File: config.mk
export PLATFORM = sky130hd
export DESIGN_NAME = ps2_key_fifo
export DESIGN_NICKNAME = d
export VERILOG_FILES = /design/src/rtl/ps2_key_fifo.sv
export SDC_FILE = /design/constraint.sdc
export NUM_CORES = 1
export LEC_CHECK = 0
export CORE_ASPECT_RATIO = 1.75
export CORE_MARGIN = 2
export CORE_UTILIZATION = 58
export DETAILED_ROUTE_END_ITERATION = 16
export MAX_ROUTING_LAYER = met4
export PLACE_DENSITY = 0.77
export SETUP_SLACK_MARGIN = 0.4
export SYNTH_ARGS = -nofsm -noshare
export SYNTH_HDL_FRONTEND = slang
export SYNTH_SLANG_ARGS = --single-unit
export TNS_END_PERCENT = 10
File: constraint.sdc
create_clock -name clk -period 5.75 [get_ports clk]
set_input_delay 1.15 -clock clk [delete_from_list [all_inputs] [get_ports clk]]
set_output_delay 1.15 -clock clk [all_outputs]
set_load 0.005 [all_outputs]
File: src/rtl/ps2_key_fifo.sv
// ps2_key_fifo
//   PS/2 keyboard receiver with a show-ahead key-event FIFO.
//   The PS/2 clock is synchronized and glitch-filtered. Each falling edge of
//   the filtered clock samples ps2d. Full 11-bit frames are checked for odd
//   parity and a high stop bit, and a stall timeout aborts a frame. The E0
//   (extended) and F0 (break) prefix bytes are folded into flags on the next
//   key byte. Each key byte is pushed as one 10-bit entry {ext, brk, code}.
//
// Ports
//   clk        system clock
//   reset      synchronous, active-high reset
//   ps2d/ps2c  asynchronous PS/2 data / clock lines
//   rx_en      allows new frames to start (a frame in progress always completes)
//   rd_en      pop the head entry (ignored when empty)
//   key_code   head scan code, 0 when empty
//   key_break  head entry had an F0 prefix, 0 when empty
//   key_ext    head entry had an E0 prefix, 0 when empty
//   empty/full FIFO status
//   count      number of stored entries
//   frame_err  one-cycle pulse on a parity, stop or timeout error
//   overflow   sticky: a push was dropped because the FIFO was full
//   clr_ovf    clears overflow (a drop in the same cycle wins)
module ps2_key_fifo #(
  parameter int DEPTH       = 8,
  parameter int FILTER_LEN  = 8,
  parameter int TIMEOUT_CYC = 50000
) (
  input  logic                       clk,
  input  logic                       reset,
  input  logic                       ps2d,
  input  logic                       ps2c,
  input  logic                       rx_en,
  input  logic                       rd_en,
  output logic [7:0]                 key_code,
  output logic                       key_break,
  output logic                       key_ext,
  output logic                       empty,
  output logic                       full,
  output logic [$clog2(DEPTH+1)-1:0] count,
  output logic                       frame_err,
  output logic                       overflow,
  input  logic                       clr_ovf
);

  localparam int CW = $clog2(DEPTH + 1);
  localparam int PW = $clog2(DEPTH);
  localparam int TW = (TIMEOUT_CYC > 2) ? $clog2(TIMEOUT_CYC) : 1;
  localparam logic [CW-1:0] DEPTH_C = CW'(DEPTH);
  localparam logic [TW-1:0] TO_MAX  = TW'(TIMEOUT_CYC - 1);
  localparam logic [7:0]    PFX_EXT = 8'hE0;
  localparam logic [7:0]    PFX_BRK = 8'hF0;

  typedef enum logic [2:0] {
    S_IDLE,
    S_DATA,
    S_PARITY,
    S_STOP,
    S_CHECK
  } state_t;

  // ---- Stage p0/p1: two-flop synchronizers (idle lines are high) ----
  logic r_ps2c_p0, r_ps2c_p1;
  logic r_ps2d_p0, r_ps2d_p1;

  always_ff @(posedge clk) begin
    if (reset) begin
      r_ps2c_p0 <= 1'b1;
      r_ps2c_p1 <= 1'b1;
      r_ps2d_p0 <= 1'b1;
      r_ps2d_p1 <= 1'b1;
    end else begin
      r_ps2c_p0 <= ps2c;
      r_ps2c_p1 <= r_ps2c_p0;
      r_ps2d_p0 <= ps2d;
      r_ps2d_p1 <= r_ps2d_p0;
    end
  end

  // ---- Stage p2: clock glitch filter and falling-edge tick ----
  logic [FILTER_LEN-1:0] r_filt_sr;
  logic                  r_filt_clk;
  logic                  r_filt_clk_d;
  logic                  w_tick;

  always_ff @(posedge clk) begin
    if (reset) begin
      r_filt_sr    <= '1;
      r_filt_clk   <= 1'b1;
      r_filt_clk_d <= 1'b1;
    end else begin
      r_filt_sr <= {r_filt_sr[FILTER_LEN-2:0], r_ps2c_p1};
      // Hysteresis: only a unanimous window changes the filtered level
      if (&r_filt_sr) begin
        r_filt_clk <= 1'b1;
      end else if (~|r_filt_sr) begin
        r_filt_clk <= 1'b0;
      end
      r_filt_clk_d <= r_filt_clk;
    end
  end

  assign w_tick = r_filt_clk_d & ~r_filt_clk;

  // ---- Frame FSM ----
  state_t      r_state;
  state_t      w_state_nxt;
  logic [2:0]  r_bit_cnt;
  logic [TW-1:0] r_to_cnt;
  logic [7:0]  r_shift;
  logic        r_par;
  logic        r_stop;
  logic        w_in_frame;
  logic        w_timeout;
  logic        w_frame_ok;
  logic        w_byte_valid;
  logic        w_frame_err;

  assign w_in_frame = (r_state == S_DATA) || (r_state == S_PARITY) ||
                      (r_state == S_STOP);
  // A tick in the same cycle counts as progress, so it suppresses the timeout
  assign w_timeout  = w_in_frame && !w_tick && (r_to_cnt == TO_MAX);

  always_ff @(posedge clk) begin
    if (reset) begin
      r_state <= S_IDLE;
    end else begin
      r_state <= w_state_nxt;
    end
  end

  always_comb begin
    w_state_nxt = r_state;
    case (r_state)
      S_IDLE: begin
        if (w_tick && rx_en && !r_ps2d_p1) begin
          w_state_nxt = S_DATA;
        end
      end
      S_DATA: begin
        if (w_timeout) begin
          w_state_nxt = S_IDLE;
        end else if (w_tick && (r_bit_cnt == 3'd7)) begin
          w_state_nxt = S_PARITY;
        end
      end
      S_PARITY: begin
        if (w_timeout) begin
          w_state_nxt = S_IDLE;
        end else if (w_tick) begin
          w_state_nxt = S_STOP;
        end
      end
      S_STOP: begin
        if (w_timeout) begin
          w_state_nxt = S_IDLE;
        end else if (w_tick) begin
          w_state_nxt = S_CHECK;
        end
      end
      S_CHECK: begin
        w_state_nxt = S_IDLE;
      end
      default: begin
        w_state_nxt = S_IDLE;
      end
    endcase
  end

  always_ff @(posedge clk) begin
    if (reset) begin
      r_bit_cnt <= '0;
      r_to_cnt  <= '0;
    end else begin
      if (r_state != S_DATA) begin
        r_bit_cnt <= '0;
      end else if (w_tick) begin
        r_bit_cnt <= r_bit_cnt + 3'd1;
      end
      if (w_in_frame && !w_tick && !w_timeout) begin
        r_to_cnt <= r_to_cnt + TW'(1);
      end else begin
        r_to_cnt <= '0;
      end
    end
  end

  // Received bits; every frame overwrites all of them before CHECK
  always_ff @(posedge clk) begin
    if (w_tick) begin
      case (r_state)
        S_DATA:   r_shift <= {r_ps2d_p1, r_shift[7:1]};
        S_PARITY: r_par   <= r_ps2d_p1;
        S_STOP:   r_stop  <= r_ps2d_p1;
        default:  ;
      endcase
    end
  end

  assign w_frame_ok   = (^{r_shift, r_par}) & r_stop;
  assign w_byte_valid = (r_state == S_CHECK) && w_frame_ok;
  assign w_frame_err  = ((r_state == S_CHECK) && !w_frame_ok) || w_timeout;
  assign frame_err    = w_frame_err;

  // ---- Prefix decode ----
  logic       r_ext_flag;
  logic       r_brk_flag;
  logic       w_push;
  logic [9:0] w_din;

  always_ff @(posedge clk) begin
    if (reset) begin
      r_ext_flag <= 1'b0;
      r_brk_flag <= 1'b0;
    end else if (w_frame_err) begin
      r_ext_flag <= 1'b0;
      r_brk_flag <= 1'b0;
    end else if (w_byte_valid) begin
      if (r_shift == PFX_EXT) begin
        r_ext_flag <= 1'b1;
      end else if (r_shift == PFX_BRK) begin
        r_brk_flag <= 1'b1;
      end else begin
        r_ext_flag <= 1'b0;
        r_brk_flag <= 1'b0;
      end
    end
  end

  assign w_push = w_byte_valid && (r_shift != PFX_EXT) && (r_shift != PFX_BRK);
  assign w_din  = {r_ext_flag, r_brk_flag, r_shift};

  // ---- Show-ahead FIFO ----
  logic [9:0]    r_mem [DEPTH];
  logic [PW-1:0] r_wr_ptr;
  logic [PW-1:0] r_rd_ptr;
  logic [CW-1:0] r_count;
  logic          r_ovf;
  logic          w_full;
  logic          w_empty;
  logic          w_pop;
  logic          w_wr;
  logic [9:0]    w_head;

  assign w_full  = (r_count == DEPTH_C);
  assign w_empty = (r_count == '0);
  assign w_pop   = rd_en && !w_empty;
  // When full, a push only fits if a pop frees the head slot in the same cycle
  assign w_wr    = w_push && (!w_full || w_pop);

  always_ff @(posedge clk) begin
    if (w_wr) begin
      r_mem[r_wr_ptr] <= w_din;
    end
  end

  always_ff @(posedge clk) begin
    if (reset) begin
      r_wr_ptr <= '0;
      r_rd_ptr <= '0;
      r_count  <= '0;
      r_ovf    <= 1'b0;
    end else begin
      if (w_wr) begin
        r_wr_ptr <= r_wr_ptr + PW'(1);
      end
      if (w_pop) begin
        r_rd_ptr <= r_rd_ptr + PW'(1);
      end
      case ({w_wr, w_pop})
        2'b10:   r_count <= r_count + CW'(1);
        2'b01:   r_count <= r_count - CW'(1);
        default: r_count <= r_count;
      endcase
      if (w_push && w_full && !w_pop) begin
        r_ovf <= 1'b1;
      end else if (clr_ovf) begin
        r_ovf <= 1'b0;
      end
    end
  end

  assign w_head    = r_mem[r_rd_ptr];
  assign key_code  = w_empty ? 8'h00 : w_head[7:0];
  assign key_break = w_empty ? 1'b0  : w_head[8];
  assign key_ext   = w_empty ? 1'b0  : w_head[9];
  assign empty     = w_empty;
  assign full      = w_full;
  assign count     = r_count;
  assign overflow  = r_ovf;

endmodule

==> impl_metrics.env, run 1 <==
export IMPL_area_growth_pct=15.8
export IMPL_cts_made_buffers=17
export IMPL_syn_area_mm2=0.00585
export IMPL_worstPathRequired_ps=4600
export IMPL_crit_buf_inv=1
export IMPL_antenna_found_initial=0
export IMPL_synthFlopType="edfxtp_1"
export IMPL_regArea_mm2=0.00374
export IMPL_worstSetupStartpointType="flop"
export IMPL_drc_errors=0
export IMPL_core_rowCount=48
export IMPL_place_gp_congestion=0.798
export IMPL_rsz0062_at_grt="no"
export IMPL_status="completed"
export IMPL_wl_per_cell_um=18.2
export IMPL_cp_max_fo=12
export IMPL_grt_pass1_vias=3430
export IMPL_p_total_mw=2.20
export IMPL_fin_area_mm2=0.00677
export IMPL_peakVddDrop_mv=0.249
export IMPL_cts_resized=0
export IMPL_critical_path_class="flop to primary output"
export IMPL_worst_ep_arrival_time_ps=2850
export IMPL_ys_warn_count=0
export IMPL_synth_top_cells_by_count="edfxtp_1 (90), dfxtp_1 (52), nor2_1 (44)"
export IMPL_grt_pass1_wl_mm=17.3
export IMPL_avgSynthCellArea_um2=14.1
export IMPL_fin_ws_ps=1750
export IMPL_ioPinCount=25
export IMPL_avgViaCountPerCell=5.77
export IMPL_hold_class="flop to flop"
export IMPL_path_cells="xnor2_1 -> xnor3_2 -> xor2_1 -> a21oi_1 -> nand2b_1 -> clkdlybuf4s50_1"
export IMPL_cts_buffer_depth=2
export IMPL_initial_utilization=0.594
export IMPL_core_region_area_mm2=0.00985
export IMPL_fin_skew_ps=9.85
export IMPL_grt_usage=0.222
export IMPL_yosysMostFrequentCell="edfxtp_1"
export IMPL_max_cap_viol_count=0
export IMPL_io_buffers=24
export IMPL_overflow=0
export IMPL_grt_max_degree=33
export IMPL_fmax_mhz=250
export IMPL_dp_final_hpwl_mm=6.95
export IMPL_synth_top_area_share=0.462
export IMPL_final_max_slew_violation_count=0
export IMPL_fill_cells=683
export IMPL_synthCells=415
export IMPL_power_density_mw_per_mm2=325
export IMPL_setup_violations=0
export IMPL_yosys_register_bits=142
export IMPL_die_y_um=137
export IMPL_cellLeakagePower_nw=2.18
export IMPL_slowest_delay_ps=570
export IMPL_synth_edf_count=90
export IMPL_nets=461
export IMPL_cts_sinks=142
export IMPL_synth_top_area_cell="edfxtp_1"
export IMPL_hold_buffers=0
export IMPL_fin_tns_setup_ps=0
export IMPL_reg2reg_setup_slack_ps=2270
export IMPL_post_synth_num_cell_types=56
export IMPL_post_route_period_util=0.696
export IMPL_worst_pin_slew_ps=1140
export IMPL_clk_pin_slew_ps=60
export IMPL_antenna_cells=0
export IMPL_fp_dieW_um=79.9
export IMPL_wirelength_mm=10.6
export IMPL_ant_nets=0
export IMPL_endpoint_kind="primary output"
export IMPL_synth_seq_area_share=0.640
export IMPL_drtIter0Drc=177
export IMPL_htree_levels=4
export IMPL_timing_hold_ws_ps=418
export IMPL_cp_top_family="XOR/XNOR gates"
export IMPL_async_flop_share=0
export IMPL_postCtsSetupBuffers=0
export IMPL_slew_limit_headroom=0.237
export IMPL_clk_latency_ps=420
export IMPL_vias=3368
export IMPL_cts_root_buf="clkbuf_16"
export IMPL_fin_crit_ps=4000
export IMPL_final_layout_size_suffix_gt1_frac=0.174
export IMPL_dr_pass1_iters=4
export IMPL_hold_viol=0
export IMPL_critical_path_slowest_cell="edfxtp_1"
export IMPL_synth_area_leaders="edfxtp_1 (46%), dfxtp_1 (18%), mux4_2 (7.7%)"
export IMPL_cts_tree="built"
export IMPL_pre_cts_ws_ps=1930
export IMPL_multi_input_area_mm2=0.00199
export IMPL_die_area_mm2=0.0109
export IMPL_dpl_cell_area_mm2=0.00620
export IMPL_synth_fp_nets=430
## where the power goes
group	internal [mW]	switching, mW
Combinational	0.0486	0.0382
Sequential	1.08	0.00452
Clock	0.632	0.401
## sequential cells by signal, indices dropped and copies added, names as in the netlist, 3 cells and up, named ones only
register,flops
r_wr_ptr,3
count,4
r_rd_ptr,3
r_to_cnt,16
r_shift,8
r_filt_sr,8
r_bit_cnt,3
r_mem,80
r_state,3
## final timing paths
path               from            to  depth (start not counted)
max          r_shift[7]     frame_err                          6
min           r_ps2c_p1  r_filt_sr[0]                          1
max reg2reg  r_shift[0]      count[3]                         11
min reg2reg   r_ps2c_p1  r_filt_sr[0]                          1
## cell usage in the layout (no fill, tap or decap), types with 3 or more instances in the layout
master / n
a21oi_1: 11
and3_1: 3
buf_4: 5
clkbuf_16: 17
clkdlybuf4s50_1: 24
clkinv_1: 3
clkinvlp_4: 7
dfxtp_1: 52
edfxtp_1: 90
ha_1: 7
inv_1: 8
mux2i_1: 11
mux4_2: 20
nand2_1: 19
nand2b_1: 4
nand3_1: 17
nand4_1: 13
nor2_1: 44
nor2b_1: 4
nor3_1: 10
nor4_1: 3
o21ai_0: 4
or2_2: 13
xnor2_1: 8
xor2_1: 15
## through the flow
stage               utilization  cells
CTS                       0.687    584
global route              0.687    584
floorplan                     -    415
global placement          0.629    552
finish                    0.687    584
detailed placement        0.629    552
## per-layer routing
metal  GRT usage  share of wire  vias to the layer above
met5           -              0                        -
met4      0.0782          0.014                        0
li1            -              -                     1619
met2       0.384           0.56                       92
met1       0.242           0.39                     1645
met3      0.0653          0.036                       12
## final cells by class
type                    instances  area share
flip-flops and latches        142       0.553
inverters                       8     0.00444
clock inverters                15      0.0216
well taps                     125      0.0231
repair buffers                 29      0.0410
clock buffers                  17      0.0629
multi-input cells             248       0.294
## kinds of logic (layout without fill, tap and decap cells)
| kind of cell | count (synthesis) | in the layout | synth area share |
|---|---|---|---|
| AND/OR/NAND/NOR | 154 | 154 | 0.143 |
| AO/OA/AOI/OAI | 26 | 26 | 0.0300 |
| XOR/XNOR | 25 | 25 | 0.0426 |
| buffers and inverters | 25 | 69 | 0.0208 |
| multiplexers | 35 | 35 | 0.105 |
| flip-flops | 142 | 142 | 0.640 |
| adder cells (fa/ha/maj) | 8 | 8 | 0.0184 |
(Power assumes the default switching activity.)
==> run 2: changes to the inputs <==
- CORE_UTILIZATION: 58 -> 54
- PLACE_DENSITY: 0.77 -> 0.75
- clock period: 5.75 -> 3.6 ns (I/O delays scaled with it)
==> run 2 against run 1 <==
Net effect: worst setup slack worse by 1200 ps; total power rose by 63%; non-clock buffer count up 16; via count up 3.0%; cell area is 2.8% higher; clock skew down 2.2 ps; core utilization is 3.3 points lower; sequential share of layout area down 1.5 points; sequential cell count unchanged; critical path depth did not move; sequential power increased by 59%; register-to-register slack got worse by 1700 ps; largest power group is now the clock network.
==> impl_metrics.env, run 2 (synthesized netlist as in run 1, its figures left out) <==
export IMPL_io_buffers=24
export IMPL_fill_cells=779
export IMPL_cp_max_fo=3
export IMPL_worstReg2RegStart="r_shift[5]"
export IMPL_worst_ep_arrival_time_ps=2340
export IMPL_dr_pass1_iters=4
export IMPL_power_share_combinational=0.037
export IMPL_endpoint_kind="primary output"
export IMPL_clk_pin_slew_ps=60
export IMPL_endpoint="frame_err"
export IMPL_post_route_period_util=0.849
export IMPL_fin_crit_ps=3060
export IMPL_final_cell_mix="edfxtp_1 (90), dfxtp_1 (52), nor2_1 (44)"
export IMPL_avgViaCountPerCell=5.73
export IMPL_antenna_cells=0
export IMPL_peakVddDrop_mv=0.442
export IMPL_hold_buffers=0
export IMPL_die_y_um=142
export IMPL_fin_tns_setup_ps=0
export IMPL_area_growth_pct=18.9
export IMPL_cts_sinks=142
export IMPL_cts_made_buffers=17
export IMPL_startpoint="r_shift[5]"
export IMPL_path_cells="xnor2_1 -> xnor3_2 -> xor2_2 -> a21oi_2 -> nand2b_4 -> dlygate4sd2_1"
export IMPL_reg2regPathDepth=12
export IMPL_worstPathRequired_ps=2880
export IMPL_top_regs="r_mem: 80 flops, r_to_cnt: 16 flops"
export IMPL_fmax_mhz=327
export IMPL_rsz0062_at_grt="yes"
export IMPL_die_area_mm2=0.0117
export IMPL_reg2reg_setup_slack_ps=570
export IMPL_largest_reg_flops=80
export IMPL_antenna_found_initial=0
export IMPL_wirelength_mm=10.6
export IMPL_htree_levels=4
export IMPL_power_density_mw_per_mm2=517
export IMPL_p_int_mw=2.89
export IMPL_drtIter0Drc=167
export IMPL_hold_class="flop to flop"
export IMPL_cellLeakagePower_nw=2.34
export IMPL_p_clk_frac=0.483
export IMPL_grt_usage=0.211
export IMPL_slowest_delay_ps=490
export IMPL_p_sw_mw=0.709
export IMPL_worst_pin_slew_ps=1150
export IMPL_hold_viol=0
export IMPL_grt_max_degree=24
export IMPL_ant_nets=0
export IMPL_cts_tree="built"
export IMPL_fin_ws_ps=543
export IMPL_grt_pass1_vias=3520
export IMPL_clk_latency_ps=410
export IMPL_ioPinCount=25
export IMPL_fin_area_mm2=0.00695
export IMPL_status="completed"
export IMPL_drc_errors=0
export IMPL_vias=3469
export IMPL_hp_start="r_ps2d_p0"
export IMPL_wl_per_cell_um=17.5
export IMPL_setup_violations=0
export IMPL_grt_pass1_wl_mm=17.4
export IMPL_fp_dieW_um=82.7
export IMPL_pre_cts_ws_ps=453
export IMPL_critical_path_class="flop to primary output"
export IMPL_nets=477
export IMPL_overflow=0
export IMPL_final_layout_size_suffix_gt1_frac=0.215
export IMPL_core_region_area_mm2=0.0106
export IMPL_cts_buffer_depth=2
export IMPL_slew_limit_headroom=0.228
export IMPL_dpl_cell_area_mm2=0.00627
export IMPL_place_gp_congestion=0.859
export IMPL_critical_path_slowest_cell="xnor3_2"
export IMPL_initial_utilization=0.550
export IMPL_switching_share=0.197
export IMPL_mostFrequentLayoutCell="edfxtp_1"
export IMPL_regToRegEndpoint="count[3]"
export IMPL_worstSetupStartpointType="flop"
export IMPL_fin_skew_ps=7.66
export IMPL_pwr_share_seq=0.480
export IMPL_core_rowCount=50
export IMPL_dp_final_hpwl_mm=6.91
export IMPL_cts_root_buf="clkbuf_16"
export IMPL_max_cap_viol_count=0
export IMPL_final_max_slew_violation_count=0
export IMPL_top_register="r_mem"
-- run 2: cell types whose count changed in the layout (fill, tap and decap cells not counted), moves of 2 or more --
cell,change
buf_4,+15
clkinvlp_4,-4
clkinv_2,+2
clkinv_1,-3
clkbuf_1,+2
-- run 2: worst max-delay path: cells and delay by family, from the launching register on --
family / cells / cell delay [ps]
flip-flops: 1 / 430
XOR/XNOR: 3 / 930
buffers and inverters: 1 / 230
AO/OA/AOI/OAI: 1 / 180
AND/OR/NAND/NOR: 1 / 150
-- run 2: final cells by class --
type,count,area (µm²),share of cell area
Timing Repair Buffer,45,400,0.0576
Inverter,8,30.0,0.00432
Clock inverter,13,165,0.0237
Multi-Input combinational cell,248,2020,0.290
Clock buffer,19,433,0.0623
Tap cell,130,163,0.0234
Sequential cell,142,3740,0.538
-- run 2: power by group through the flow --
stage | Sequential, mW | Clock, mW | Combinational (mW)
2_1_floorplan | 1.76 | 0 | 0.0811
3_3_place_gp | 1.76 | 0 | 0.134
3_5_place_dp | 1.76 | 0 | 0.136
4_1_cts | 1.72 | 1.77 | 0.137
5_1_grt | 1.72 | 1.83 | 0.150
6_report | 1.72 | 1.74 | 0.134
-- run 2: worst min-delay path by stage --
stage / to / slack (ps) / depth (start not counted)
CTS: r_ps2d_p1 / 410 / 1
finish: r_ps2d_p1 / 410 / 1
floorplan: r_filt_sr[0] / 390 / 1
global placement: r_ps2d_p1 / 400 / 1
detailed placement: r_ps2d_p1 / 390 / 1
global route: r_ps2d_p1 / 420 / 1
-- run 2: per-layer routing --
layer	GRT usage	share of wire	up-vias	wire length, µm
met5	-	0	-	0
met2	0.365	0.57	76	5990
met1	0.231	0.38	1727	3970
met3	0.0515	0.037	19	389
li1	-	-	1647	-
met4	0.0751	0.020	0	206
-- run 2: what timing repair did --
action,4_1_cts,5_1_grt
gates resized for setup,5,2
setup buffers,7,0
endpoints found under the hold margin,0,0
setup endpoints to repair,1,2
pin swaps,3,0
-- run 2: stage by stage --
| stage | hold slack, ps | total power, mW | cells | util |
|---|---|---|---|---|
| 6_report | 407 | 3.59 | 605 | 0.654 |
| 5_1_grt | 421 | 3.71 | 605 | 0.654 |
| 4_1_cts | 408 | 3.63 | 605 | 0.653 |
| 3_5_place_dp | 394 | 1.90 | 566 | 0.590 |
| 3_3_place_gp | 397 | 1.89 | 566 | 0.590 |
| 2_1_floorplan | 389 | 1.84 | 415 | - |
==> edit 1, RTL diff (flow settings as in run 2) <==
Set the parameter `FILTER_LEN` to 4 (it was 8).
--- a/src/rtl/ps2_key_fifo.sv
+++ b/src/rtl/ps2_key_fifo.sv
@@ -24,3 +24,3 @@
   parameter int DEPTH       = 8,
-  parameter int FILTER_LEN  = 8,
+  parameter int FILTER_LEN  = 4,
   parameter int TIMEOUT_CYC = 50000
Check against the original RTL: no difference found for any inputs over 10 cycles, from zero or initial values and one cycle with reset high; that may be too few to reach the edited logic, so the function may still have changed.
==> edit 1 against run 2 <==
- wire length rose by 2.8%
- synthesized cell count fell by 2.7%
- global-route usage rose by 0.64 points
- sequential cell count fell by 4
- final area fell by 1.0%
- largest cell class unchanged
- area after synthesis fell by 2.3%
- highest routed layer unchanged
- total power rose by 0.60%
- worst setup slack improved by 0.060 ns
==> edit 1: results (changes against run 2) <==
M2 GR Usage = 0.371 (was 0.365)
Met3 Use GR = 0.0573 (was 0.0515)
Critical path's top delay family = multiplexers (was XOR/XNOR gates)
Avg Inst Size Synth = 14.1 µm² (about the same)
DRT Pass-1 Iters = 5 (was 4)
Leakage = 2.29 nW (was 2.34 nW)
Register area share after synthesis = 0.641 (was 0.640)
Top Registers = r_mem (80), r_to_cnt (16), r_shift (8) (was r_mem (80), r_to_cnt (16))
Finished Layout Cells = 593 (was 605)
VDD IR max = 481 µV (was 442 µV)
Post-Syn Nets = 419 (was 430)
Final Skew = 0.00843 ns (was 0.00766 ns)
Vias in the first global route = 3535 (was 3520)
Worst path max stage delay = 0.55 ns (was 0.49 ns)
Async S/R FF share, synth = 0 (unchanged)
Slowest-stage cell, CP = edfxtp_1 (was xnor3_2)
Max clock buf depth = 2 (unchanged)
Commonest cells in the netlist = edfxtp_1, dfxtp_1, nor2_1 (unchanged)
Global-route wire length before repair = 17.6 mm (was 17.4 mm)
Largest net degree at the start of global routing = 31 (was 24)
Netlist cell types = 50 (was 56)
GPL Wtd Cong = 0.786 (was 0.859)
Post-synthesis adder-cell area fraction = 0.0188 (was 0.0184)
Final net count = 468 (was 477)
Worst Tran Pin Value = 0.716 ns (was 1.15 ns)
Placed Cells = 555 (was 566)
Grt met1 use = 0.228 (was 0.231)
Synth top area cells = edfxtp_1, dfxtp_1, mux4_2 (unchanged)
HPWL Detailed = 7.04 mm (was 6.91 mm)
WP data arrival = 3.30 ns (was 2.34 ns)
Setup WS pre-CTS = 0.540 ns (was 0.453 ns)
Critical Path Fanout Max = 11 (was 3)
DRT iter0 DRCs = 210 (was 167)
Routed len/inst = 18.3 µm (was 17.5 µm)
Multiplexer share of the synthesized area = 0.108 (was 0.105)
Vias/cell = 5.86 (was 5.73)
Layout cell share with drive strength beyond 1 = 0.204 (was 0.215)
Worst hold path class = reg -> reg (unchanged)
H-tree depth = 4 (unchanged)
Status = finished clean (unchanged)
Compound-cell area share of the yosys netlist = 0.0283 (was 0.0300)
Post-synthesis xor/xnor area fraction = 0.0458 (was 0.0426)
GRT Util Overall = 0.217 (was 0.211)
==> edit 1: timing repair <==
action                     CTS  global route
pin swaps                    2             0
hold endpoints to repair     0             0
setup endpoints to repair    1             3
resized for setup            7             1
buffers inserted             6             0
==> edit 1: per-stage QoR <==
stage,total power [mW],hold slack (ns),utilization,area (µm²)
after floorplan,1.79,0.389,-,5710
after global placement,1.85,0.395,0.599,6170
after detailed placement,1.85,0.398,0.599,6170
after CTS,3.64,0.411,0.668,6880
after global routing,3.72,0.434,0.668,6880
final,3.62,0.408,0.668,6880
==> edit 1: cell type report <==
cell class | count | area, µm²
timing repair buffer | 45 | 400
inverter | 9 | 33.8
fill | 722 | 3420
clock inverter | 11 | 168
clock buffer | 21 | 450
sequential | 138 | 3660
tap | 127 | 159
multi-input combinational | 242 | 2010
==> edit 1: power breakdown <==
group	internal [mW]	total (mW)	switching, mW
combinational	0.0766	0.137	0.0608
clock	1.18	1.80	0.621
sequential	1.67	1.68	0.00647
total	2.93	3.62	0.688
==> edit 1: path summary, 6_finish.rpt <==
| kind | from | to | slack, ns | depth (start not counted) |
|---|---|---|---|---|
| worst max-delay path | r_shift[0] | count[3] | 0.60 | 11 |
| worst min-delay path | r_ps2d_p0 | r_ps2d_p1 | 0.41 | 1 |
| worst max register to register | r_shift[0] | count[3] | 0.60 | 11 |
| worst min register to register | r_ps2d_p0 | r_ps2d_p1 | 0.41 | 1 |
==> edit 1: cell families (layout without fill, tap and decap cells) <==
kind of cell / Yosys count / count (layout)
buf+inv: 24 / 86
simple gates: 147 / 147
compound gates: 26 / 26
mux: 36 / 36
xor+xnor: 25 / 25
fa+ha+maj: 8 / 8
flops: 138 / 138
==> edit 1: layer usage <==
metal	part of all wire	wire [µm]
met1	0.37	3990
met2	0.57	6160
met3	0.045	493
met4	0.020	217
met5	0	0
==> edit 2, RTL diff (config.mk and constraints of run 2) <==
Without the edit above. Put one more register stage on the output `count`, without a reset. The value now appears one clock later. The other outputs are not delayed to match.
--- a/src/rtl/ps2_key_fifo.sv
+++ b/src/rtl/ps2_key_fifo.sv
@@ -287,3 +287,5 @@
   assign full      = w_full;
-  assign count     = r_count;
+  always_ff @(posedge clk) begin
+    count <= r_count;
+  end
   assign overflow  = r_ovf;
Formal check against the unedited RTL: same outputs for any inputs over 10 cycles, from zero or initial values and one cycle with reset high; that may be too few to reach the edited logic, so the function may still have changed.
==> edit 2 against run 2 <==
- total power down 0.48%
- clock skew increased by 0.0039 ns
- utilization rose by 0.68 points
- worst setup slack improved by 0.013 ns
- via count grew 0.23%
- wire length is 5.1% higher
- sequential cell count increased by 4
- synthesized cell count rose by 0.24%
- cell count increased by 0.50%
- critical path depth down 1
- area after synthesis increased by 0.62%
- final area rose by 1.0%
- critical path type unchanged
- critical endpoint unchanged
- largest cell class unchanged
==> edit 2: results (changes against run 2) <==
Commonest cells in the netlist = edfxtp_1, dfxtp_1, nor2_1 (unchanged)
Critical path's top delay family = XOR/XNOR gates (unchanged)
Clock-pin transition on the worst setup and hold timing paths = 0.06 ns (about the same)
H-tree depth = 4 (unchanged)
CTS buffer count = 17 (unchanged)
Switching fraction of total power = 0.203 (was 0.197)
YS warnings = 0 (unchanged)
DRT iter0 DRCs = 230 (was 167)
VDD IR max = 399 µV (was 442 µV)
Largest net degree at the start of global routing = 25 (was 24)
Critical Path Fanout Max = 3 (unchanged)
# diodes = 0 (unchanged)
DRT Pass-1 Iters = 5 (was 4)
WP data arrival = 2.32 ns (was 2.34 ns)
Finished Layout Cells = 608 (was 605)
HPWL Detailed = 7.09 mm (was 6.91 mm)
Synth top area cells = edfxtp_1, dfxtp_1, mux4_2 (unchanged)
Global-route wire length before repair = 18.1 mm (was 17.4 mm)
GRT Util Overall = 0.210 (was 0.211)
GPL Wtd Cong = 0.798 (was 0.859)
Async S/R FF share, synth = 0 (unchanged)
Top Registers = r_mem (80), r_to_cnt (16) (unchanged)
Worst path max stage delay = 0.48 ns
Final net count = 480 (was 477)
Worst Tran Pin Value = 1.08 ns (was 1.15 ns)
Worst hold path class = reg -> reg (unchanged)
PortBufs = 24 (unchanged)
Initial antenna violation count = 0 (unchanged)
# DRC = 0 (unchanged)
Leakage = 2.36 nW (was 2.34 nW)
Vias in the first global route = 3596 (was 3520)
Slowest-stage cell, CP = xnor3_1 (was xnor3_2)
Cell count after synthesis = 416 (was 415)
CTS root buf = clkbuf_16 (unchanged)
Netlist cell types = 52 (was 56)
Final Skew = 0.0116 ns (was 0.00766 ns)
Worst skew pair latency = 0.42 ns
Status = finished clean (unchanged)
Max clock buf depth = 2 (unchanged)
Final WL = 11.1 mm (was 10.6 mm)
EDFF count, synth = 90 (unchanged)
Fillers = 779 (unchanged)
Register area share after synthesis = 0.650 (was 0.640)
Vias/cell = 5.72 (was 5.73)
Layout cell share with drive strength beyond 1 = 0.213 (was 0.215)
Placed Cells = 569 (was 566)
Post-Syn Nets = 431 (was 430)
edit 2: kinds of logic (layout without fill, tap and decap cells):
logic type / Yosys count / count (layout) / synth area share
xor+xnor: 25 / 25 / 0.0444
flops: 146 / 146 / 0.650
fa+ha+maj: 8 / 8 / 0.0183
buf+inv: 24 / 86 / 0.0157
mux: 35 / 35 / 0.103
compound gates: 26 / 26 / 0.0287
simple gates: 152 / 152 / 0.140
edit 2: power by group through the flow:
stage	logic [mW]	clock network [mW]	registers [mW]
2_1_floorplan	0.0805	0	1.80
3_3_place_gp	0.137	0	1.81
3_5_place_dp	0.139	0	1.81
4_1_cts	0.140	1.69	1.77
5_1_grt	0.151	1.77	1.77
6_report	0.137	1.67	1.77
edit 2: cell type report:
| cell class | count | area, µm² | share of cell area |
|---|---|---|---|
| sequential | 146 | 3820 | 0.544 |
| multi-input combinational | 246 | 2030 | 0.289 |
| clock buffer | 21 | 472 | 0.0671 |
| timing repair buffer | 45 | 400 | 0.0570 |
| tap | 130 | 163 | 0.0231 |
| clock inverter | 11 | 103 | 0.0146 |
| inverter | 9 | 33.8 | 0.00481 |
edit 2: stage by stage:
| stage | setup WS, ns | hold WS, ns | area, µm² | utilization |
|---|---|---|---|---|
| floorplan | 0.501 | 0.375 | 5880 | - |
| finish | 0.556 | 0.416 | 7030 | 0.661 |
| detailed placement | 0.490 | 0.397 | 6360 | 0.598 |
| global placement | 0.509 | 0.393 | 6360 | 0.598 |
| CTS | 0.477 | 0.408 | 7020 | 0.660 |
| global route | 0.399 | 0.426 | 7030 | 0.661 |
edit 2: worst paths after layout:
| path | end | slack (ns) | from | cells past startpoint |
|---|---|---|---|---|
| max | frame_err | 0.56 | r_shift[2] | 5 |
| min reg2reg | r_ps2c_p1 | 0.42 | r_ps2c_p0 | 1 |
| max reg2reg | r_count[3] | 0.58 | r_shift[0] | 11 |
| min | r_ps2c_p1 | 0.42 | r_ps2c_p0 | 1 |
edit 2: repair_timing:
action	in CTS	in global routing
buffers inserted	7	0
pin swaps	3	0
hold buffers	0	0
resized for setup	8	1
setup endpoints to repair	1	2
edit 2: routing by layer:
metal	global-route usage	part of all wire	vias up
li1	-	-	1656
met1	0.206	0.36	1700
met2	0.380	0.57	97
met3	0.0597	0.044	24
met4	0.100	0.027	0
met5	-	0	-
